**config.mk**
```make
export PLATFORM = sky130hd
export DESIGN_NAME = bitmap_vga_renderer_flat
export DESIGN_NICKNAME = d
export VERILOG_FILES = /design/src/rtl/bitmap_vga_renderer_if.sv /design/src/rtl/bitmap_vga_renderer.sv /design/src/flat_wrapper.sv
export SDC_FILE = /design/constraint.sdc
export NUM_CORES = 1
export LEC_CHECK = 0
export CAP_MARGIN = 20
export CORE_MARGIN = 5
export CORE_UTILIZATION = 44
export CTS_CLUSTER_SIZE = 8
export DETAILED_ROUTE_END_ITERATION = 6
export MAX_ROUTING_LAYER = met4
export PLACE_DENSITY = 0.93
export SETUP_SLACK_MARGIN = 0.02
export SYNTH_ARGS = -nofsm -noshare
export SYNTH_HDL_FRONTEND = slang
export SYNTH_SLANG_ARGS = --single-unit
```
**constraint.sdc**
```tcl
create_clock -name CLK_40M -period 4.8 [get_ports CLK_40M]
set_clock_uncertainty 0.2 [all_clocks]
set_input_delay 0.48 -clock CLK_40M [delete_from_list [all_inputs] [get_ports CLK_40M]]
set_output_delay 0.48 -clock CLK_40M [all_outputs]
set_load 0.005 [all_outputs]
```
**src/rtl/bitmap_vga_renderer_if.sv**
```systemverilog
// Bitmap ROM bus: row address out to a synchronous ROM, row data back one clock later.
interface bitmap_vga_renderer_if #(
   parameter int unsigned ADDR_W = 11,
   parameter int unsigned IMG_W  = 256
) ();
   logic [ADDR_W-1:0] rom_addr;
   logic [IMG_W-1:0]  rom_data;

   modport master (output rom_addr, input rom_data);
   modport slave  (input rom_addr, output rom_data);
endinterface

```
**src/rtl/bitmap_vga_renderer.sv**
```systemverilog
// VGA timing generator with a 3-stage bitmap fetch/render pipeline: positions and scales one
// ROM bitmap on screen, drives fg/bg colours, and optionally blinks the foreground per frame.
module bitmap_vga_renderer #(
   parameter int unsigned H_ACTIVE     = 800,
   parameter int unsigned H_FP         = 40,
   parameter int unsigned H_SYNC       = 128,
   parameter int unsigned H_BP         = 88,
   parameter int unsigned V_ACTIVE     = 600,
   parameter int unsigned V_FP         = 1,
   parameter int unsigned V_SYNC       = 4,
   parameter int unsigned V_BP         = 23,
   parameter bit          SYNC_POL     = 1'b1,
   parameter int unsigned IMG_W        = 256,
   parameter int unsigned IMG_H        = 64,
   parameter int unsigned ADDR_W       = 11,
   parameter int unsigned SCALE_LOG2   = 0,
   parameter int unsigned COLOR_W      = 1,
   parameter int unsigned BLINK_FRAMES = 30
) (
   input  logic                  CLK_40M,
   input  logic                  RSTn,
   input  logic                  enable,
   input  logic [10:0]           img_x,
   input  logic [10:0]           img_y,
   input  logic [3*COLOR_W-1:0]  fg_rgb,
   input  logic [3*COLOR_W-1:0]  bg_rgb,
   input  logic                  blink_en,
   bitmap_vga_renderer_if.master rom,
   output logic                  Hsync_sig,
   output logic                  Vsync_sig,
   output logic [COLOR_W-1:0]    Vga_red,
   output logic [COLOR_W-1:0]    Vga_green,
   output logic [COLOR_W-1:0]    Vga_blue,
   output logic                  frame_start,
   output logic                  blink_phase
);

   localparam int unsigned H_TOT  = H_ACTIVE + H_FP + H_SYNC + H_BP;
   localparam int unsigned V_TOT  = V_ACTIVE + V_FP + V_SYNC + V_BP;
   localparam int unsigned HW     = $clog2(H_TOT);
   localparam int unsigned VW     = $clog2(V_TOT);
   localparam int unsigned WIN_W  = 12;
   localparam int unsigned CW     = (IMG_W > 1) ? $clog2(IMG_W) : 1;
   localparam int unsigned FW     = $clog2(BLINK_FRAMES + 1);
   localparam int unsigned RGB_W  = 3 * COLOR_W;
   localparam int unsigned IMG_WS = IMG_W << SCALE_LOG2;
   localparam int unsigned IMG_HS = IMG_H << SCALE_LOG2;
   localparam bit          SYNC_OFF = ~SYNC_POL;

   logic [HW-1:0]     h_cnt;
   logic [VW-1:0]     v_cnt;
   logic [FW-1:0]     f_cnt;
   logic [10:0]       x_sh, y_sh;
   logic              h_last_c, v_last_c, frame_wrap_c, at_origin_c;
   logic [WIN_W-1:0]  h_w, v_w, x_w, y_w;
   logic              in_x_c, in_y_c, active_c, hs_c, vs_c;
   logic [CW-1:0]     col_c;
   logic [ADDR_W-1:0] row_c;

   logic [CW-1:0]     col_s1, col_s2;
   logic              in_x_s1, in_y_s1, act_s1, hs_s1, vs_s1, fs_s1;
   logic              in_x_s2, in_y_s2, act_s2, hs_s2, vs_s2, fs_s2;
   logic [CW-1:0]     bit_idx_c;
   logic              pix_c;
   logic [RGB_W-1:0]  rgb_c;

   assign h_last_c     = (h_cnt == HW'(H_TOT - 1));
   assign v_last_c     = (v_cnt == VW'(V_TOT - 1));
   assign frame_wrap_c = h_last_c && v_last_c;
   assign at_origin_c  = (h_cnt == '0) && (v_cnt == '0);

   // Raster counters
   always_ff @(posedge CLK_40M or negedge RSTn) begin
      if (!RSTn) begin
         h_cnt <= '0;
         v_cnt <= '0;
      end else if (h_last_c) begin
         h_cnt <= '0;
         v_cnt <= v_last_c ? '0 : v_cnt + VW'(1);
      end else begin
         h_cnt <= h_cnt + HW'(1);
      end
   end

   // Position shadow; the live inputs are used on the origin clock so line 0 sees the new value
   always_ff @(posedge CLK_40M or negedge RSTn) begin
      if (!RSTn) begin
         x_sh <= '0;
         y_sh <= '0;
      end else if (at_origin_c) begin
         x_sh <= img_x;
         y_sh <= img_y;
      end
   end

   assign h_w = WIN_W'(h_cnt);
   assign v_w = WIN_W'(v_cnt);
   assign x_w = WIN_W'(at_origin_c ? img_x : x_sh);
   assign y_w = WIN_W'(at_origin_c ? img_y : y_sh);

   assign in_x_c   = (h_w >= x_w) && (h_w < x_w + WIN_W'(IMG_WS)) && (h_w < WIN_W'(H_ACTIVE));
   assign in_y_c   = (v_w >= y_w) && (v_w < y_w + WIN_W'(IMG_HS)) && (v_w < WIN_W'(V_ACTIVE));
   assign active_c = (h_w < WIN_W'(H_ACTIVE)) && (v_w < WIN_W'(V_ACTIVE));
   assign hs_c     = ((h_w >= WIN_W'(H_ACTIVE + H_FP)) &&
                      (h_w <  WIN_W'(H_ACTIVE + H_FP + H_SYNC))) ? SYNC_POL : SYNC_OFF;
   assign vs_c     = ((v_w >= WIN_W'(V_ACTIVE + V_FP)) &&
                      (v_w <  WIN_W'(V_ACTIVE + V_FP + V_SYNC))) ? SYNC_POL : SYNC_OFF;
   assign col_c    = CW'((h_w - x_w) >> SCALE_LOG2);
   assign row_c    = ADDR_W'((v_w - y_w) >> SCALE_LOG2);

   // Stage 1: ROM row request plus column and flags
   always_ff @(posedge CLK_40M or negedge RSTn) begin
      if (!RSTn) begin
         rom.rom_addr <= '0;
         col_s1       <= '0;
         in_x_s1      <= 1'b0;
         in_y_s1      <= 1'b0;
         act_s1       <= 1'b0;
         hs_s1        <= SYNC_OFF;
         vs_s1        <= SYNC_OFF;
         fs_s1        <= 1'b0;
      end else begin
         if (in_y_c) rom.rom_addr <= row_c;
         col_s1  <= col_c;
         in_x_s1 <= in_x_c;
         in_y_s1 <= in_y_c;
         act_s1  <= active_c;
         hs_s1   <= hs_c;
         vs_s1   <= vs_c;
         fs_s1   <= at_origin_c;
      end
   end

   // Stage 2: wait for the ROM row
   always_ff @(posedge CLK_40M or negedge RSTn) begin
      if (!RSTn) begin
         col_s2  <= '0;
         in_x_s2 <= 1'b0;
         in_y_s2 <= 1'b0;
         act_s2  <= 1'b0;
         hs_s2   <= SYNC_OFF;
         vs_s2   <= SYNC_OFF;
         fs_s2   <= 1'b0;
      end else begin
         col_s2  <= col_s1;
         in_x_s2 <= in_x_s1;
         in_y_s2 <= in_y_s1;
         act_s2  <= act_s1;
         hs_s2   <= hs_s1;
         vs_s2   <= vs_s1;
         fs_s2   <= fs_s1;
      end
   end

   // MSB of the row is the leftmost pixel
   assign bit_idx_c = CW'(IMG_W - 1) - col_s2;
   assign pix_c     = rom.rom_data[bit_idx_c];

   always_comb begin
      rgb_c = '0;
      if (act_s2 && enable) begin
         if (in_x_s2 && in_y_s2 && pix_c && !(blink_en && blink_phase)) rgb_c = fg_rgb;
         else                                                          rgb_c = bg_rgb;
      end
   end

   // Stage 3: pin registers
   always_ff @(posedge CLK_40M or negedge RSTn) begin
      if (!RSTn) begin
         Vga_red     <= '0;
         Vga_green   <= '0;
         Vga_blue    <= '0;
         Hsync_sig   <= SYNC_OFF;
         Vsync_sig   <= SYNC_OFF;
         frame_start <= 1'b0;
      end else begin
         Vga_red     <= rgb_c[RGB_W-1 -: COLOR_W];
         Vga_green   <= rgb_c[2*COLOR_W-1 -: COLOR_W];
         Vga_blue    <= rgb_c[COLOR_W-1:0];
         Hsync_sig   <= hs_s2;
         Vsync_sig   <= vs_s2;
         frame_start <= fs_s2;
      end
   end

   // Blink half-period counter, advanced on every frame wrap
   always_ff @(posedge CLK_40M or negedge RSTn) begin
      if (!RSTn) begin
         f_cnt       <= '0;
         blink_phase <= 1'b0;
      end else if (frame_wrap_c) begin
         if (f_cnt == FW'(BLINK_FRAMES - 1)) begin
            f_cnt       <= '0;
            blink_phase <= ~blink_phase;
         end else begin
            f_cnt <= f_cnt + FW'(1);
         end
      end
   end

endmodule

```
**src/flat_wrapper.sv**
```systemverilog
// flat-port wrapper written by rule: the top's interface ports become plain ports
module bitmap_vga_renderer_flat 
#(
   parameter int unsigned H_ACTIVE     = 800,
   parameter int unsigned H_FP         = 40,
   parameter int unsigned H_SYNC       = 128,
   parameter int unsigned H_BP         = 88,
   parameter int unsigned V_ACTIVE     = 600,
   parameter int unsigned V_FP         = 1,
   parameter int unsigned V_SYNC       = 4,
   parameter int unsigned V_BP         = 23,
   parameter bit          SYNC_POL     = 1'b1,
   parameter int unsigned IMG_W        = 256,
   parameter int unsigned IMG_H        = 64,
   parameter int unsigned ADDR_W       = 11,
   parameter int unsigned SCALE_LOG2   = 0,
   parameter int unsigned COLOR_W      = 1,
   parameter int unsigned BLINK_FRAMES = 30
)
  (CLK_40M, RSTn, enable, img_x, img_y, fg_rgb, bg_rgb, blink_en, Hsync_sig, Vsync_sig, Vga_red, Vga_green, Vga_blue, frame_start, blink_phase, rom_rom_addr, rom_rom_data);
  bitmap_vga_renderer_if #(.ADDR_W(ADDR_W), .IMG_W(IMG_W)) rom_i ();
  input  logic CLK_40M;
  input  logic RSTn;
  input  logic enable;
  input  logic [10:0] img_x;
  input  logic [10:0] img_y;
  input  logic [3*COLOR_W-1:0] fg_rgb;
  input  logic [3*COLOR_W-1:0] bg_rgb;
  input  logic blink_en;
  output logic Hsync_sig;
  output logic Vsync_sig;
  output logic [COLOR_W-1:0] Vga_red;
  output logic [COLOR_W-1:0] Vga_green;
  output logic [COLOR_W-1:0] Vga_blue;
  output logic frame_start;
  output logic blink_phase;
  output wire logic [$bits(rom_i.rom_addr)-1:0] rom_rom_addr;
  input wire logic [$bits(rom_i.rom_data)-1:0] rom_rom_data;
  assign rom_rom_addr = rom_i.rom_addr;
  assign rom_i.rom_data = rom_rom_data;
  bitmap_vga_renderer #(.H_ACTIVE(H_ACTIVE), .H_FP(H_FP), .H_SYNC(H_SYNC), .H_BP(H_BP), .V_ACTIVE(V_ACTIVE), .V_FP(V_FP), .V_SYNC(V_SYNC), .V_BP(V_BP), .SYNC_POL(SYNC_POL), .IMG_W(IMG_W), .IMG_H(IMG_H), .ADDR_W(ADDR_W), .SCALE_LOG2(SCALE_LOG2), .COLOR_W(COLOR_W), .BLINK_FRAMES(BLINK_FRAMES)) u_core (.CLK_40M(CLK_40M), .RSTn(RSTn), .enable(enable), .img_x(img_x), .img_y(img_y), .fg_rgb(fg_rgb), .bg_rgb(bg_rgb), .blink_en(blink_en), .rom(rom_i), .Hsync_sig(Hsync_sig), .Vsync_sig(Vsync_sig), .Vga_red(Vga_red), .Vga_green(Vga_green), .Vga_blue(Vga_blue), .frame_start(frame_start), .blink_phase(blink_phase));
endmodule
```
Word level (Yosys, flattened, before mapping):

Cells that the tools add are included.

* div/mod/pow operators: 0
* bitwise gates (word level): 1
* $lt $le $gt $ge: 11
* equal/unequal tests: 3
* $mul: 0
* reduce and logical (&&, ||, !) cells: 18
* $add $sub $neg: 8
* mux-type cells: 11
* shift-type cells: 0

Operator list (number)
* $mux W11: 3
* $lt A11 B10 Y1 const B: 2
* $lt A10 B10 Y1 const B: 2
* $logic_and A1 B1 Y1: 14
* $add A11 B9 Y12 const B: 1
* $add A12 B7 Y12 const B: 1
* $ge A10 B12 Y1: 1
* $lt A10 B12 Y1: 1
* $lt A11 B12 Y1: 1
* $add A11 B1 Y11 const B: 1
* $eq A11 B11 Y1 const B: 1
* $ge A11 B10 Y1 const B: 1
* $ge A11 B11 Y1: 1
* $logic_not A11 Y1: 1
* $sub A10 B11 Y11: 1
* $add A10 B1 Y10 const B: 1
* $eq A10 B10 Y1 const B: 1
* $ge A10 B10 Y1 const B: 1
* $logic_not A10 Y1: 1
* $mux W10: 1
* $lt A8 B9 Y1 const B: 1
* $bmux W1 S8: 1
* $sub A8 B8 Y8: 1
* $sub A8 B8 Y8 const A: 1
* other kinds (8): 11

* memories: 0
* input bits: 288
* bits in writable memories: 0
* bits in latches: 0
* flip-flop bits (word level): 94
* bits in read-only memories: 0

Longest topological paths before layout:

* depth in word-level cells: 7
* gate-level depth with buffers: 19

Worst setup path after synthesis:

Ideal clock, no wire load.

* kind: register to register
* start: register u_core.h_cnt[10]
* end: register u_core.rom.rom_addr[2]
* arrival time: 4.024 ns
* buffers on the path: 3
* path slack: 0.450 ns
* clock period less this slack: 4.350 ns
* library setup time: 0.125 ns
* required time: 4.475 ns
* cell stages (with the launch flop): 19
* cells stage by stage: dfrtp_1 -> nor4_2 -> nand3_1 -> nor3_4 -> buf_6 -> clkbuf_1 -> mux2_2 -> ha_1 -> inv_1 -> fa_1 -> a21o_1 -> a21oi_1 -> nand2b_1 -> a21oi_1 -> nor3_1 -> o311ai_2 -> a311oi_2 -> buf_6 -> mux2_4

* longest elaborated chain between the ends: 7

Ends and longest elaborated chain
* from (decl): RTL line bitmap_vga_renderer.sv:50 `logic [HW-1:0] h_cnt;`
* from (signal assigned): RTL line bitmap_vga_renderer.sv:81 `h_cnt <= h_cnt + HW'(1);`
* $logic_not A11 Y1 *: RTL line bitmap_vga_renderer.sv:70 `assign at_origin_c = (h_cnt == '0) && (v_cnt == '0);`
* $logic_and A1 B1 Y1 *: RTL line bitmap_vga_renderer.sv:70
* named net u_core.at_origin_c: RTL line bitmap_vga_renderer.sv:54 `logic h_last_c, v_last_c, frame_wrap_c, at_origin_c;`
* $mux W11 *: RTL line bitmap_vga_renderer.sv:99 `assign y_w = WIN_W'(at_origin_c ? img_y : y_sh);`
* $add A12 B7 Y12: RTL line bitmap_vga_renderer.sv:102 `assign in_y_c = (v_w >= y_w) && (v_w < y_w + WIN_W'(IMG_HS)) && (v_w < WIN_W'(V_ACTIVE));`
* $lt A10 B12 Y1: RTL line bitmap_vga_renderer.sv:102
* $logic_and A1 B1 Y1 * (2 in a row): RTL line bitmap_vga_renderer.sv:102
* named net u_core.in_y_c: RTL line bitmap_vga_renderer.sv:56 `logic in_x_c, in_y_c, active_c, hs_c, vs_c;`
* to (signal assigned): RTL line bitmap_vga_renderer.sv:123 `if (in_y_c) rom.rom_addr <= row_c;`
* to (decl): RTL line bitmap_vga_renderer_if.sv:9 `modport master (output rom_addr, input rom_data);`

Mark *: on every way through the listed nets, which the timed path passes. The rest lies on a longest branch.
A chain may end at the register's enable or synchronous reset.

Worst setup path in the final report:

* start: register u_core.h_cnt[9]
* end: register u_core.rom.rom_addr[1]

* longest elaborated chain between the ends: 7

Ends and longest elaborated chain (RTL line)
* $logic_not A11 Y1 *: bitmap_vga_renderer.sv:70
* $logic_and A1 B1 Y1 *: bitmap_vga_renderer.sv:70
* $mux W11 *: bitmap_vga_renderer.sv:99
* $add A12 B7 Y12: bitmap_vga_renderer.sv:102
* $lt A10 B12 Y1: bitmap_vga_renderer.sv:102
* $logic_and A1 B1 Y1 (2 in a row): bitmap_vga_renderer.sv:102

Every way passes the cells marked *; elsewhere a longest branch is shown, timed or not.

==> impl_results.md <==
- #FFs+latches synth: 94
- GRT Total Usage: 27.8%
- F_max: 0.229 GHz
- TNS Setup: 0 ns
- Total CTS buffers: 9
- Most common flop cell mapped by yosys: dfrtp_1
- CTS tree: yes
- Post-DP HPWL: 21.2 mm
- Clock sinks: 94
- Final Net Count: approximately 1200
- Final Cycle Share: around 91%
- Root buf cell: clkbuf_16
- Core Area: 15800 µm²
- Routed Antenna Nets: 0
- Post-synth EDFFs: 0
- Die height: roughly 140 µm
- Crit path max fanout: 11
- Critical Path RT: 4.85 ns
- Gr ovfl total: 0
- Longest Clk Path Bufs: 2
- Register area share after synthesis: ~33%
- Initial antenna violation count: 4
- H-Tree Depth: 3
- Ys async rst share: 100%
- Layout cell share with drive strength beyond 1: between 10% and 20%
- Residual DRC: 0
- Top area cells in the synthesized netlist: dfrtp_1, mux4_2, ha_1
- Die ar.: 18700 µm²
- # rows: 46
- Clock-pin slew on the worst setup and hold paths: 0.07 ns
- Maximum VDD drop: approximately 0.0002 V
- Worst slew margin: 53.6%
- Status: finished, final reports clean
- Leak pwr: 4.40 nW
- Routed wire length: 25.6 mm
- Final Hold Vio Count: 0
- Pwr/cell area: 211 nW/µm²
- Syn Nets: 935
- Slew Limit Fails: 0
- Vias: roughly 6400
- Crit Reg-Reg Endpoint: u_core.rom.rom_addr[1]$_DFFE_PN0P_
- First-pass GRT wire length: around 38 mm
- Reg2reg start: u_core.h_cnt[9]$_DFF_PN0_
- Cts repair resizes: 0
- Hold Crit Class: flop to flop
- CP startpoint kind: flop
- Critical path destination: u_core.rom.rom_addr[1]$_DFFE_PN0P_
- GP Congestion: 0.954
- Synth Warn #: 0
- Cell count of the worst reg-to-reg path: 15
- Final min period: 4.37 ns
- Max cap viols: 0
- Worst Setup End Kind: flop
- Clock latency on the worst-skew pair: 0.35 ns
- # setup viols final: 0
- Yosys top cell area share: 33.3%
- Synth Instances: 608
- Syn_area_per_cell: 11.6 µm²
- Critical path class: flop to flop
- P&R area growth vs syn: 50.1%
- Port Buffer Count: between 300 and 400
- Vias per inst: approximately 5.6
- Mapped Area: 7070 µm²
- Critical path arrival: 4.41 ns
- Largest net degree at the start of global routing: 54
- R2R setup slack: between 0.4 and 0.5 ns
- Routed len/inst: 22.6 µm
- Final instance area: 10600 µm²
- Die W: around 140 µm
- RSZ-0062 raised after global routing: false
- Via count of the first global-routing pass: 6749
- Synth area leader: dfrtp_1
- Post-synth cell types: 66
- Initial Util: about 45%
- Worst setup path start: u_core.h_cnt[9]$_DFF_PN0_
- DP Area: 10200 µm²
- DR iter-0 viols: 470
- Least-Margin Pin Slew: 0.697 ns
- I/O pin total: 306
- DR pass1 iterations: 5
[state kept, by name, summed over array words and instances (netlist names), 5 cells and up]
signal	flops
u_core.h_cnt	11
u_core.rom.rom_addr	11
u_core.x_sh	11
u_core.y_sh	11
u_core.v_cnt	10
u_core.col_s1	8
u_core.col_s2	8
u_core.f_cnt	5
[worst min path at each step]
stage                                    start  slack, ns                      endpoint  cells after the start
floorplan                                 RSTn      -0.02    u_core.Hsync_sig$_DFF_PN0_                      0
global placement    u_core.col_s1[4]$_DFF_PN0_       0.13    u_core.col_s2[4]$_DFF_PN0_                      0
detailed placement  u_core.col_s1[1]$_DFF_PN0_       0.14    u_core.col_s2[1]$_DFF_PN0_                      0
CTS                     u_core.fs_s2$_DFF_PN0_       0.15  u_core.frame_start$_DFF_PN0_                      0
global route           u_core.act_s1$_DFF_PN0_       0.16       u_core.act_s2$_DFF_PN0_                      0
finish                  u_core.fs_s2$_DFF_PN0_       0.15  u_core.frame_start$_DFF_PN0_                      0
[where the power goes]
group          switching, W  total (W)  internal [W]  leakage [nW]
Combinational      0.000189   0.000557      0.000368          3.04
Sequential        0.0000304   0.000846      0.000816          1.19
Clock              0.000321   0.000837      0.000515         0.168
[repair_timing]
action | CTS | global route
endpoints found under the setup margin | 0 | 10
hold endpoints to repair | 20 | 0
setup buffers | 0 | 1
hold buffers | 1 | 0
[critical path: stages (launching register included)]
cell and delay [ns]:
dfrtp_1 0.44, nor4_2 0.37, nand4_1 0.19, nor3_4 0.16
buf_4 0.18, mux2i_2 0.34, inv_1 0.11, ha_1 0.24
xor2_1 0.17, ha_1 0.30, a211o_1 0.30, nor3_1 0.25
o311ai_2 0.18, a311oi_2 0.21, buf_4 0.27, mux2_2 0.35
[through the flow]
step                total power, W  hold slack (ns)  cells  util (%)  worst slack (ns)
floorplan                  0.00110          -0.0156    608         -             0.450
global placement           0.00140            0.132   1110      64.6             0.435
detailed placement         0.00142            0.136   1110      64.6             0.280
CTS                        0.00225            0.151   1127      66.9             0.244
global route               0.00232            0.156   1132      67.0             0.115
finish                     0.00224            0.149   1132      67.0             0.433
[routing by layer]
layer  up-vias  track usage (%)  routed length (µm)
met1      3133             32.7               10100
met2       303             43.8               11900
met5         -                -                   0
met4         0             11.0                 926
li1       2897                -                   -
met3        61             9.78                2680
[cells in the mapped netlist (5+ instances only)]
cell type	number
a21oi_1	19
nor2b_1	10
mux2_4	8
nor2_1	32
nand2b_1	7
dfrtp_1	94
a221oi_1	6
nand2_1	31
xnor2_1	13
buf_4	7
o31ai_1	5
xor2_1	16
a22o_1	6
a21o_1	6
nor3_1	12
inv_1	42
mux2_2	23
mux2i_1	28
buf_6	6
nand3_1	23
nand4_1	8
mux4_2	62
clkbuf_1	8
ha_1	37
o21ai_0	21
[area by class of cell]
| cell class | instances | area (µm²) |
|---|---|---|
| Tap cell | 216 | 270 |
| Clock inverter | 6 | 116 |
| Fill cell | 1191 | 5220 |
| Inverter | 43 | 161 |
| Multi-Input combinational cell | 443 | 4320 |
| Timing Repair Buffer | 316 | 3140 |
| Sequential cell | 94 | 2360 |
| Antenna cell | 4 | 10.0 |
| Clock buffer | 10 | 229 |
[kinds of logic (layout without fill, tap and decap cells)]
family	count (synthesis)	in the layout	share of synthesized area, %
multiplexers	122	122	29.3
AO/OA/AOI/OAI	102	102	9.95
flip-flops	94	94	33.3
other	0	4	0
buffers and inverters	71	375	5.54
AND/OR/NAND/NOR	150	150	11.1
adder cells (fa/ha/maj)	40	40	7.28
XOR/XNOR	29	29	3.59
[layout by cell type (no fill, tap or decap), types with 4 or more instances in the layout]
master and n:
nand2_1 31, mux2i_1 28, diode_2 4, mux2_2 23, nand2b_1 7, o31ai_1 5, xor2_1 16, inv_1 42
o22ai_1 4, mux2_4 8, nand4_1 8, xnor2_1 13, clkbuf_16 9, dfrtp_1 92, a211o_1 4, a21oi_1 19
nor2b_1 10, nor3_1 12, clkdlybuf4s50_1 304, o21ai_1 4, ha_1 37, a221oi_1 6, nor2_1 32, mux4_2 62
and3_1 4, o21ai_0 21, buf_4 11, a22o_1 6, nand3_1 23, a21o_1 6, nand3b_1 4
(Power assumes the default switching activity.)
